File: src/rtl/heater_pkg.sv
// Shared types and widths for the heater soft-start sequencer and its helpers.
package heater_pkg;
  typedef enum logic [2:0] {
    IDLE   = 3'd0,
    STEP   = 3'd1,
    STEADY = 3'd2,
    FAULT  = 3'd3,
    CLEAR  = 3'd4
  } state_e;

  localparam int NCHAN_DEF = 32;
  localparam int STEP_W    = 16;
endpackage

File: src/rtl/heater_prio_enc.sv
// Priority encoder returning the lowest (or, with FIND_HIGH, the highest) set bit index.
module heater_prio_enc #(
  parameter int W         = 32,
  parameter bit FIND_HIGH = 1'b0
) (
  input  logic [W-1:0]         vec,
  output logic [$clog2(W)-1:0] idx,
  output logic                 valid
);
  localparam int IW = $clog2(W);

  always_comb begin
    idx   = '0;
    valid = |vec;
    if (FIND_HIGH) begin
      for (int i = 0; i < W; i++) begin
        if (vec[i]) idx = IW'(i);
      end
    end else begin
      for (int i = W - 1; i >= 0; i--) begin
        if (vec[i]) idx = IW'(i);
      end
    end
  end
endmodule

File: src/rtl/heater_ramp_ctrl.sv
// Soft-start sequencer: ramps heater enables one channel per step interval and
// supervises heater errors, shutting all channels down and sequencing recovery.
module heater_ramp_ctrl
  import heater_pkg::*;
#(
  parameter int Nchan = NCHAN_DEF,
  parameter int Nclr  = 4
) (
  input  logic                     clk,
  input  logic                     aresetn,
  input  logic [Nchan-1:0]         target_mask,
  input  logic [STEP_W-1:0]        step_interval,
  input  logic                     fault_en,
  input  logic                     clear_req,
  input  logic [Nchan-1:0]         heater_error,
  output logic [Nchan-1:0]         heater_enable,
  output logic [Nchan-1:0]         heater_err_clear,
  output logic                     busy,
  output logic                     fault,
  output logic [Nchan-1:0]         fault_mask,
  output logic [$clog2(Nchan)-1:0] fault_chan,
  output logic [Nchan-1:0]         err_sticky
);
  localparam int CW = $clog2(Nchan);
  localparam int KW = $clog2(Nclr + 1);
  localparam logic [Nchan-1:0] ONE = {{(Nchan-1){1'b0}}, 1'b1};

  state_e              state_q, state_d;
  logic [Nchan-1:0]    tgt_q;
  logic [Nchan-1:0]    en_q, en_d;
  logic [Nchan-1:0]    clr_q, clr_d;
  logic [Nchan-1:0]    mask_q, mask_d;
  logic [CW-1:0]       chan_q, chan_d;
  logic [Nchan-1:0]    sticky_q, sticky_d;
  logic [STEP_W-1:0]   timer_q, timer_d;
  logic [KW-1:0]       cnt_q, cnt_d;

  logic [Nchan-1:0]    rem_vec, add_vec, trip_vec, step_en;
  logic [CW-1:0]       rem_idx, add_idx, trip_idx;
  logic                rem_vld, add_vld, trip_vld;

  assign rem_vec  = en_q & ~tgt_q;
  assign add_vec  = tgt_q & ~en_q;
  assign trip_vec = heater_error & en_q;

  heater_prio_enc #(.W(Nchan), .FIND_HIGH(1'b1)) u_rem (
    .vec(rem_vec), .idx(rem_idx), .valid(rem_vld));
  heater_prio_enc #(.W(Nchan), .FIND_HIGH(1'b0)) u_add (
    .vec(add_vec), .idx(add_idx), .valid(add_vld));
  heater_prio_enc #(.W(Nchan), .FIND_HIGH(1'b0)) u_chan (
    .vec(trip_vec), .idx(trip_idx), .valid(trip_vld));

  // Removals outrank additions so the supply never sees both at once.
  always_comb begin
    if (rem_vld)      step_en = en_q & ~(ONE << rem_idx);
    else if (add_vld) step_en = en_q | (ONE << add_idx);
    else              step_en = en_q;
  end

  always_comb begin
    state_d  = state_q;
    en_d     = en_q;
    clr_d    = '0;
    mask_d   = mask_q;
    chan_d   = chan_q;
    timer_d  = timer_q;
    cnt_d    = cnt_q;
    sticky_d = clear_req ? heater_error : (sticky_q | heater_error);

    case (state_q)
      IDLE: begin
        en_d = '0;
        if (tgt_q != '0) begin
          state_d = STEP;
          timer_d = step_interval;
        end
      end
      STEP: begin
        if (timer_q == '0) begin
          en_d    = step_en;
          timer_d = step_interval;
          if (step_en == tgt_q) state_d = (tgt_q == '0) ? IDLE : STEADY;
        end else begin
          timer_d = timer_q - STEP_W'(1);
        end
      end
      STEADY: begin
        if (tgt_q != en_q) begin
          state_d = STEP;
          timer_d = step_interval;
        end
      end
      FAULT: begin
        en_d = '0;
        if (clear_req) begin
          state_d = CLEAR;
          clr_d   = mask_q;
          cnt_d   = '0;
        end
      end
      CLEAR: begin
        en_d = '0;
        // cnt reaches Nclr one cycle after the last clear pulse; judge recovery then.
        if (cnt_q == KW'(Nclr)) begin
          if ((heater_error & mask_q) != '0) begin
            state_d = FAULT;
          end else begin
            state_d = IDLE;
            mask_d  = '0;
            chan_d  = '0;
          end
        end else begin
          cnt_d = cnt_q + KW'(1);
          if (cnt_q < KW'(Nclr - 1)) clr_d = mask_q;
        end
      end
      default: state_d = IDLE;
    endcase

    if (fault_en && trip_vld && (state_q inside {IDLE, STEP, STEADY})) begin
      state_d = FAULT;
      en_d    = '0;
      mask_d  = trip_vec;
      chan_d  = trip_idx;
    end
  end

  always_ff @(posedge clk or negedge aresetn) begin
    if (!aresetn) begin
      state_q  <= IDLE;
      tgt_q    <= '0;
      en_q     <= '0;
      clr_q    <= '0;
      mask_q   <= '0;
      chan_q   <= '0;
      sticky_q <= '0;
      timer_q  <= '0;
      cnt_q    <= '0;
    end else begin
      state_q  <= state_d;
      tgt_q    <= target_mask;
      en_q     <= en_d;
      clr_q    <= clr_d;
      mask_q   <= mask_d;
      chan_q   <= chan_d;
      sticky_q <= sticky_d;
      timer_q  <= timer_d;
      cnt_q    <= cnt_d;
    end
  end

  assign heater_enable    = en_q;
  assign heater_err_clear = clr_q;
  assign fault_mask       = mask_q;
  assign fault_chan       = chan_q;
  assign err_sticky       = sticky_q;
  assign busy             = state_q inside {STEP, FAULT, CLEAR};
  assign fault            = state_q inside {FAULT, CLEAR};
endmodule

File: config.mk
export PLATFORM = sky130hd
export DESIGN_NAME = heater_ramp_ctrl
export DESIGN_NICKNAME = d
export VERILOG_FILES = /design/src/rtl/heater_pkg.sv /design/src/rtl/heater_prio_enc.sv /design/src/rtl/heater_ramp_ctrl.sv
export SDC_FILE = /design/constraint.sdc
export NUM_CORES = 1
export LEC_CHECK = 0
export CORE_UTILIZATION = 25
export DETAILED_ROUTE_END_ITERATION = 6
export GPL_TIMING_DRIVEN = 0
export HOLD_SLACK_MARGIN = 0.1
export SYNTH_ARGS = -nofsm -noshare
export SYNTH_HDL_FRONTEND = slang
export SYNTH_SLANG_ARGS = --single-unit
File: constraint.sdc
create_clock -name clk -period 6.22 [get_ports clk]
set_input_delay 0.933 -clock clk [delete_from_list [all_inputs] [get_ports clk]]
set_output_delay 0.933 -clock clk [all_outputs]
set_load 0.02 [all_outputs]
==> Word level (Yosys, flattened, before mapping) <==
Cells that the tools add are included.
{ "totals": {"ff_bits": 187, "out_inout_bits": 135, "wordCells": 194} }
{ "classes": {"add_sub_neg": 2, "order_cmp": 1, "n_eq_ne": 18, "shifts": 2, "mux": 130, "bitwise_logic": 10, "n_reduce_logical": 22} }
{ "ops": {"columns": ["cell", "n"], "rows": [
  ["5-bit two-way mux", 84],
  ["32-bit two-way mux", 12],
  ["32-bit bitwise AND", 5],
  ["32-bit one-hot mux with 2 select lines", 2],
  ["32-bit inverter", 3],
  ["32-bit OR reduction", 3],
  ["32-bit bitwise OR", 2],
  ["32-bit nonzero test", 2],
  ["1-bit by 5-bit left shift with 32-bit output, first input constant", 2],
  ["16-bit two-way mux", 3],
  ["16-bit one-hot mux with 3 select lines", 1],
  ["3-bit two-way mux", 13],
  ["32-bit == test", 1],
  ["32-bit zero test", 1],
  ["4-bit two-way mux", 8],
  ["32-bit != test", 1],
  ["16-bit zero test", 1],
  ["16-bit by 1-bit subtractor with 16-bit output, second input constant", 1],
  ["3-bit one-hot mux with 5 select lines", 1],
  ["3-bit by 2-bit != test with 1-bit output, second input constant", 4],
  ["3-bit AND reduction", 3],
  ["3-bit nonzero test", 3],
  ["2-bit two-way mux", 4],
  ["2-bit != test, second input constant", 4],
  ["15 further kinds", 21]
]} }

==> Longest topological paths before layout <==
{ "depth": {"ltp_word": 43, "depth_mapped": 15} }

==> Hierarchy <==
Synthesis repeated with hierarchy kept, for this count alone.
{ "unflattened": {"hier_cells": 1202, "hier_area_um2": 11066.9} }
{ "modules_own_cells": {"columns": ["mod", "n_inst", "cells_each", "area_each_um2", "seq_area_each_um2"], "rows": [
  ["heater_ramp_ctrl", 1, 1010, 9929.5, 4679.5],
  ["heater_prio_enc (u_add ...)", 2, 65, 385.4, 0.0],
  ["heater_prio_enc (u_rem)", 1, 62, 366.6, 0.0]
]} }

==> Least setup slack after synthesis <==
No wires, ideal clock.
{ "synth_path": {"kind": "flip-flop to flip-flop", "startpoint": "reg en_q[29] (netlist: heater_enable[29])", "endpoint": "reg state_q[0]", "arrival_time_ns": 3.973, "t_required_ns": 6.101, "setup_slack_ns": 2.128, "path_stages_with_launch": 15, "path_buffers": 2, "period_less_slack_ns": 4.092, "path_cell_list": "dfrtp_1 ha_1 buf_6 nor4_4 nand4_2 or2_1 buf_2 or4_4 o41ai_1 mux2i_1 o31ai_1 or4_1 nor4_1 a21oi_1 o21a_1"} }
{ "synth_between": {"elab_chain_len": 39, "elab_cells_between_ends": 59, "cone_classes": "eq/ne: 8; shift: 2; mux: 36; bitwise: 7; reduce/logical: 6"} }
{ "synth_rtl": {"columns": ["element", "line_no", "text"], "rows": [
  ["from (decl)", "heater_ramp_ctrl.sv:30", "logic [Nchan-1:0] en_q, en_d;"],
  ["from (signal assigned)", "heater_ramp_ctrl.sv:142", "en_q <= en_d;"],
  ["32-bit inverter", "heater_ramp_ctrl.sv:43", "assign add_vec = tgt_q & ~en_q;"],
  ["32-bit bitwise AND", "heater_ramp_ctrl.sv:43", null],
  ["5-bit two-way mux (30 in a row)", "heater_prio_enc.sv:21", "if (vec[i]) idx = IW'(i);"],
  ["1-bit by 5-bit left shift with 32-bit output", "heater_ramp_ctrl.sv:56", "else if (add_vld) step_en = en_q | (ONE << add_idx);"],
  ["32-bit bitwise OR", "heater_ramp_ctrl.sv:56", null],
  ["32-bit two-way mux", "heater_ramp_ctrl.sv:56", null],
  ["32-bit two-way mux", "heater_ramp_ctrl.sv:55", "if (rem_vld) step_en = en_q & ~(ONE << rem_idx);"],
  ["32-bit == test", "heater_ramp_ctrl.sv:82", "if (step_en == tgt_q) state_d = (tgt_q == '0) ? IDLE : STEADY;"],
  ["3-bit by 2-bit != test with 1-bit output (no line)", null, null],
  ["6-bit AND reduction (no line)", null, null],
  ["to (signal assigned)", "heater_ramp_ctrl.sv:140", "state_q <= state_d;"],
  ["to (decl)", "heater_ramp_ctrl.sv:28", "state_e state_q, state_d;"]
]} }
Several ways; a longest one is shown, not always the timed one.
A chain may end at the register's enable or synchronous reset.

==> Worst setup path in the final report <==
{ "layout_path": {"startpoint": "reg tgt_q[13]", "endpoint": "reg state_q[0]"} }
{ "layout_between": {"elab_chain_len": 28, "elab_cells_between_ends": 52, "cone_classes": "eq/ne: 5; shift: 2; mux: 35; bitwise: 6; reduce/logical: 4"} }
{ "layout_rtl": {"columns": ["element", "line_no", "text"], "rows": [
  ["from (decl)", "heater_ramp_ctrl.sv:29", "logic [Nchan-1:0] tgt_q;"],
  ["from (signal assigned)", "heater_ramp_ctrl.sv:141", "tgt_q <= target_mask;"],
  ["32-bit inverter", "heater_ramp_ctrl.sv:42", "assign rem_vec = en_q & ~tgt_q;"],
  ["32-bit bitwise AND", "heater_ramp_ctrl.sv:42", null],
  ["4-bit two-way mux (3 in a row)", "heater_prio_enc.sv:17", "if (vec[i]) idx = IW'(i);"],
  ["5-bit two-way mux (16 in a row)", "heater_prio_enc.sv:17", null],
  ["1-bit by 5-bit left shift with 32-bit output", "heater_ramp_ctrl.sv:55", null],
  ["32-bit inverter", "heater_ramp_ctrl.sv:55", null],
  ["32-bit bitwise AND", "heater_ramp_ctrl.sv:55", null],
  ["32-bit two-way mux", "heater_ramp_ctrl.sv:55", null],
  ["32-bit == test", "heater_ramp_ctrl.sv:82", null],
  ["3-bit by 2-bit != test with 1-bit output (no line)", null, null],
  ["6-bit AND reduction (no line) *", null, null]
]} }
Every way passes the cells marked *; elsewhere a longest branch is shown, timed or not.

==> impl_metrics.toml <==
[sta]
timing.fmax_mhz = 174
worst_slack_ps = 478
slew_headroom = 0.168
min_period_over_period = 0.923
rsz0062_at_grt = "false"
min_period_ps = 5740
finalSetupViolCount = 0
drv_slew = 0
hold_viol = 0
tightestPinTransition_ps = 1240
skew_ps = 10.9

[yosys]
synth_ff_type = "dfrtp_1"
yosys_warnings = 0
syn_inst = 1257
synth_area_per_cell_sq_um = 9.02
seq_area_frac_synth = 0.413
synthesis.area_sq_um = 11300
synth_cell_types = 82
synth.net_count = 1409
async_reset_ff_frac = 1.00
ys_ff_latch = 187
synth-edff-count = 0

[critical_path]
path_common_cell = "nor4_1"
worstPathCellList = "inv_1 > ha_1 > nor4_1 > nand4_1 > or2_1 > buf_2 > or4_4 > o41ai_1 > mux2i_1 > o31ai_1 > or4_1 > nor4_1 > a21oi_1 > o21a_1"
cpPeakStageDelay_ps = 620
arrival_ps = 6140
worstSetupPathType = "reg -> reg"
critPathBufInv = 2
critPathSlowestCell = "or4_1"
endpoint_kind = "flip-flop"
critPathTopFamily = "simple AND/OR/NAND/NOR gates"
crit_path_max_fanout = 7
crit_path_start_kind = "flip-flop"
crit_required_ps = 6620

[place]
globalplace.congestion = 0.970
dp_hpwl_mm = 45.5
pre_cts_ws_ps = 652
portBuffers = 218

[grt]
groute.usage.overall = 0.251
grt_max_degree = 118
grt_pass1_vias = 11500
overflow = 0
grt_pass1_wl_mm = 82.8
antenna_found_initial = 0

[job]
drv_cap = 0

[clock_tree]
cts_max_level = 4
max-clock-path-buffers = 2
clk_pin_slew_ps = 80
post-cts-setup-buffers = 0
root_buffer = "clkbuf_16"
ctsHoldBuffers = 0
clkLatencyLatePin_ps = 500
clock_sinks = 187
cts_resized = 0
cts_tree = "done"
cts_buffers = 17

[cells_and_area]
post-route-util = 0.335
layout_commonest_cell = "clkdlybuf4s50_1"
fin_nets = 1647
syn_to_final_growth_pct = 31.6
nFillCells = 4756
final_cell_mix = "clkdlybuf4s50_1, dfrtp_1, nand2_1"
drive_gt1_frac = 0.0504

[die]
dieArea_sq_um = 46200
core.rowCount = 77
coreArea_sq_um = 44500
ioPinCount = 219
die_h_um = 215
die_w_um = 215
start_util = 0.255

[drt]
postRouteAntennaNets = 0
drt_pre_antenna_iters = 5
num_vias = 11600
route.detailed.drc = 0
wl_per_cell_um = 27.4
wl_mm = 57.6
via_per_inst = 5.54
drt-initial-drc-count = 1067

[power]
p_per_area_nw_per_um2 = 240
p_leak_nw = 6.12
vdd_drop_max_mv = 0.232
power_mw = 3.57

[min_path]
hp-class = "in -> async"

[status]
status = "completed"
metal layers:
| metal | up-vias | track usage | share of wire |
|---|---|---|---|
| met3 | 101 | 0.0510 | 0.069 |
| met4 | 0 | 0.106 | 0.036 |
| met5 | - | 0 | 0 |
| met2 | 564 | 0.398 | 0.46 |
| li1 | 5151 | - | - |
| met1 | 5814 | 0.331 | 0.44 |
cells in the mapped netlist (all sizes together) (30+ instances only):
library cell | instances | share of area
ha | 68 | 0.075
o21ai | 93 | 0.041
dfrtp | 187 | 0.41
nor4 | 39 | 0.028
a21o | 38 | 0.025
inv | 90 | 0.030
nor3 | 36 | 0.016
nand3 | 35 | 0.015
nor2 | 88 | 0.031
nand2 | 115 | 0.038
a32o | 30 | 0.026
clkbuf | 35 | 0.012
a21oi | 70 | 0.031
nor2b | 41 | 0.023
worst reg2reg max path: stages (launching register included):
cell and delay [ps]:
dfrtp_1 610, inv_1 230, ha_1 310, nor4_1 550, nand4_1 450, or2_1 340
buf_2 200, or4_4 620, o41ai_1 500, mux2i_1 280, o31ai_1 90, or4_1 620
nor4_1 450, a21oi_1 170, o21a_1 210
logic make-up (layout without fill, tap and decap cells):
group                    count (synthesis)  count (layout)  synth area share
adder cells (fa/ha/maj)                 68              68            0.0750
flip-flops                             187             187             0.413
multiplexers                             5               5           0.00452
other                                    0               1                 0
buffers and inverters                  134             385            0.0461
AND/OR/NAND/NOR                        465             465             0.221
XOR/XNOR                                 6               6           0.00464
AO/OA/AOI/OAI                          392             392             0.236
where the power goes:
part	leakage (nW)	switching (mW)	total, mW	internal, mW
registers	2.38	0.127	1.45	1.32
logic	3.44	0.613	0.952	0.339
clock network	0.296	0.585	1.17	0.585
total	6.12	1.32	3.57	2.25
per-stage QoR:
stage	TNS (ps)	std cells	hold slack (ps)	cell area (sq um)
floorplan	0	1257	494	11300
global placement	-734210	2067	461	14300
detailed placement	0	2068	468	14300
CTS	0	2100	384	14900
global route	0	2100	417	14900
finish	0	2101	376	14900
registers in the layout, summed over array words and instances, names as in the netlist:
name / count
cnt_q: 3
err_sticky: 32
fault_chan: 5
fault_mask: 32
heater_enable: 32
heater_err_clear: 32
state_q: 3
tgt_q: 32
timer_q: 16
worst paths after layout:
check	endpoint	cells past startpoint	slack (ps)	start
min in group clk	err_sticky[17]	1	480	err_sticky[17]
max in group asynchronous	tgt_q[24]	2	4850	aresetn
worst min-delay path	err_sticky[4]	1	380	aresetn
worst max-delay path	state_q[0]	14	480	tgt_q[13]
worst min register to register	err_sticky[17]	1	480	err_sticky[17]
worst max register to register	state_q[0]	14	480	tgt_q[13]
cell type report:
class | count | area, sq um | area share
antenna | 1 | 2.50 | 0.000168
buffer | 44 | 185 | 0.0124
clock buffer | 18 | 439 | 0.0294
clock inverter | 14 | 173 | 0.0116
inverter | 90 | 338 | 0.0227
multi-input combinational | 936 | 6140 | 0.412
sequential | 187 | 4680 | 0.314
tap | 592 | 741 | 0.0497
timing repair buffer | 219 | 2210 | 0.148
(Power assumes the default switching activity.)
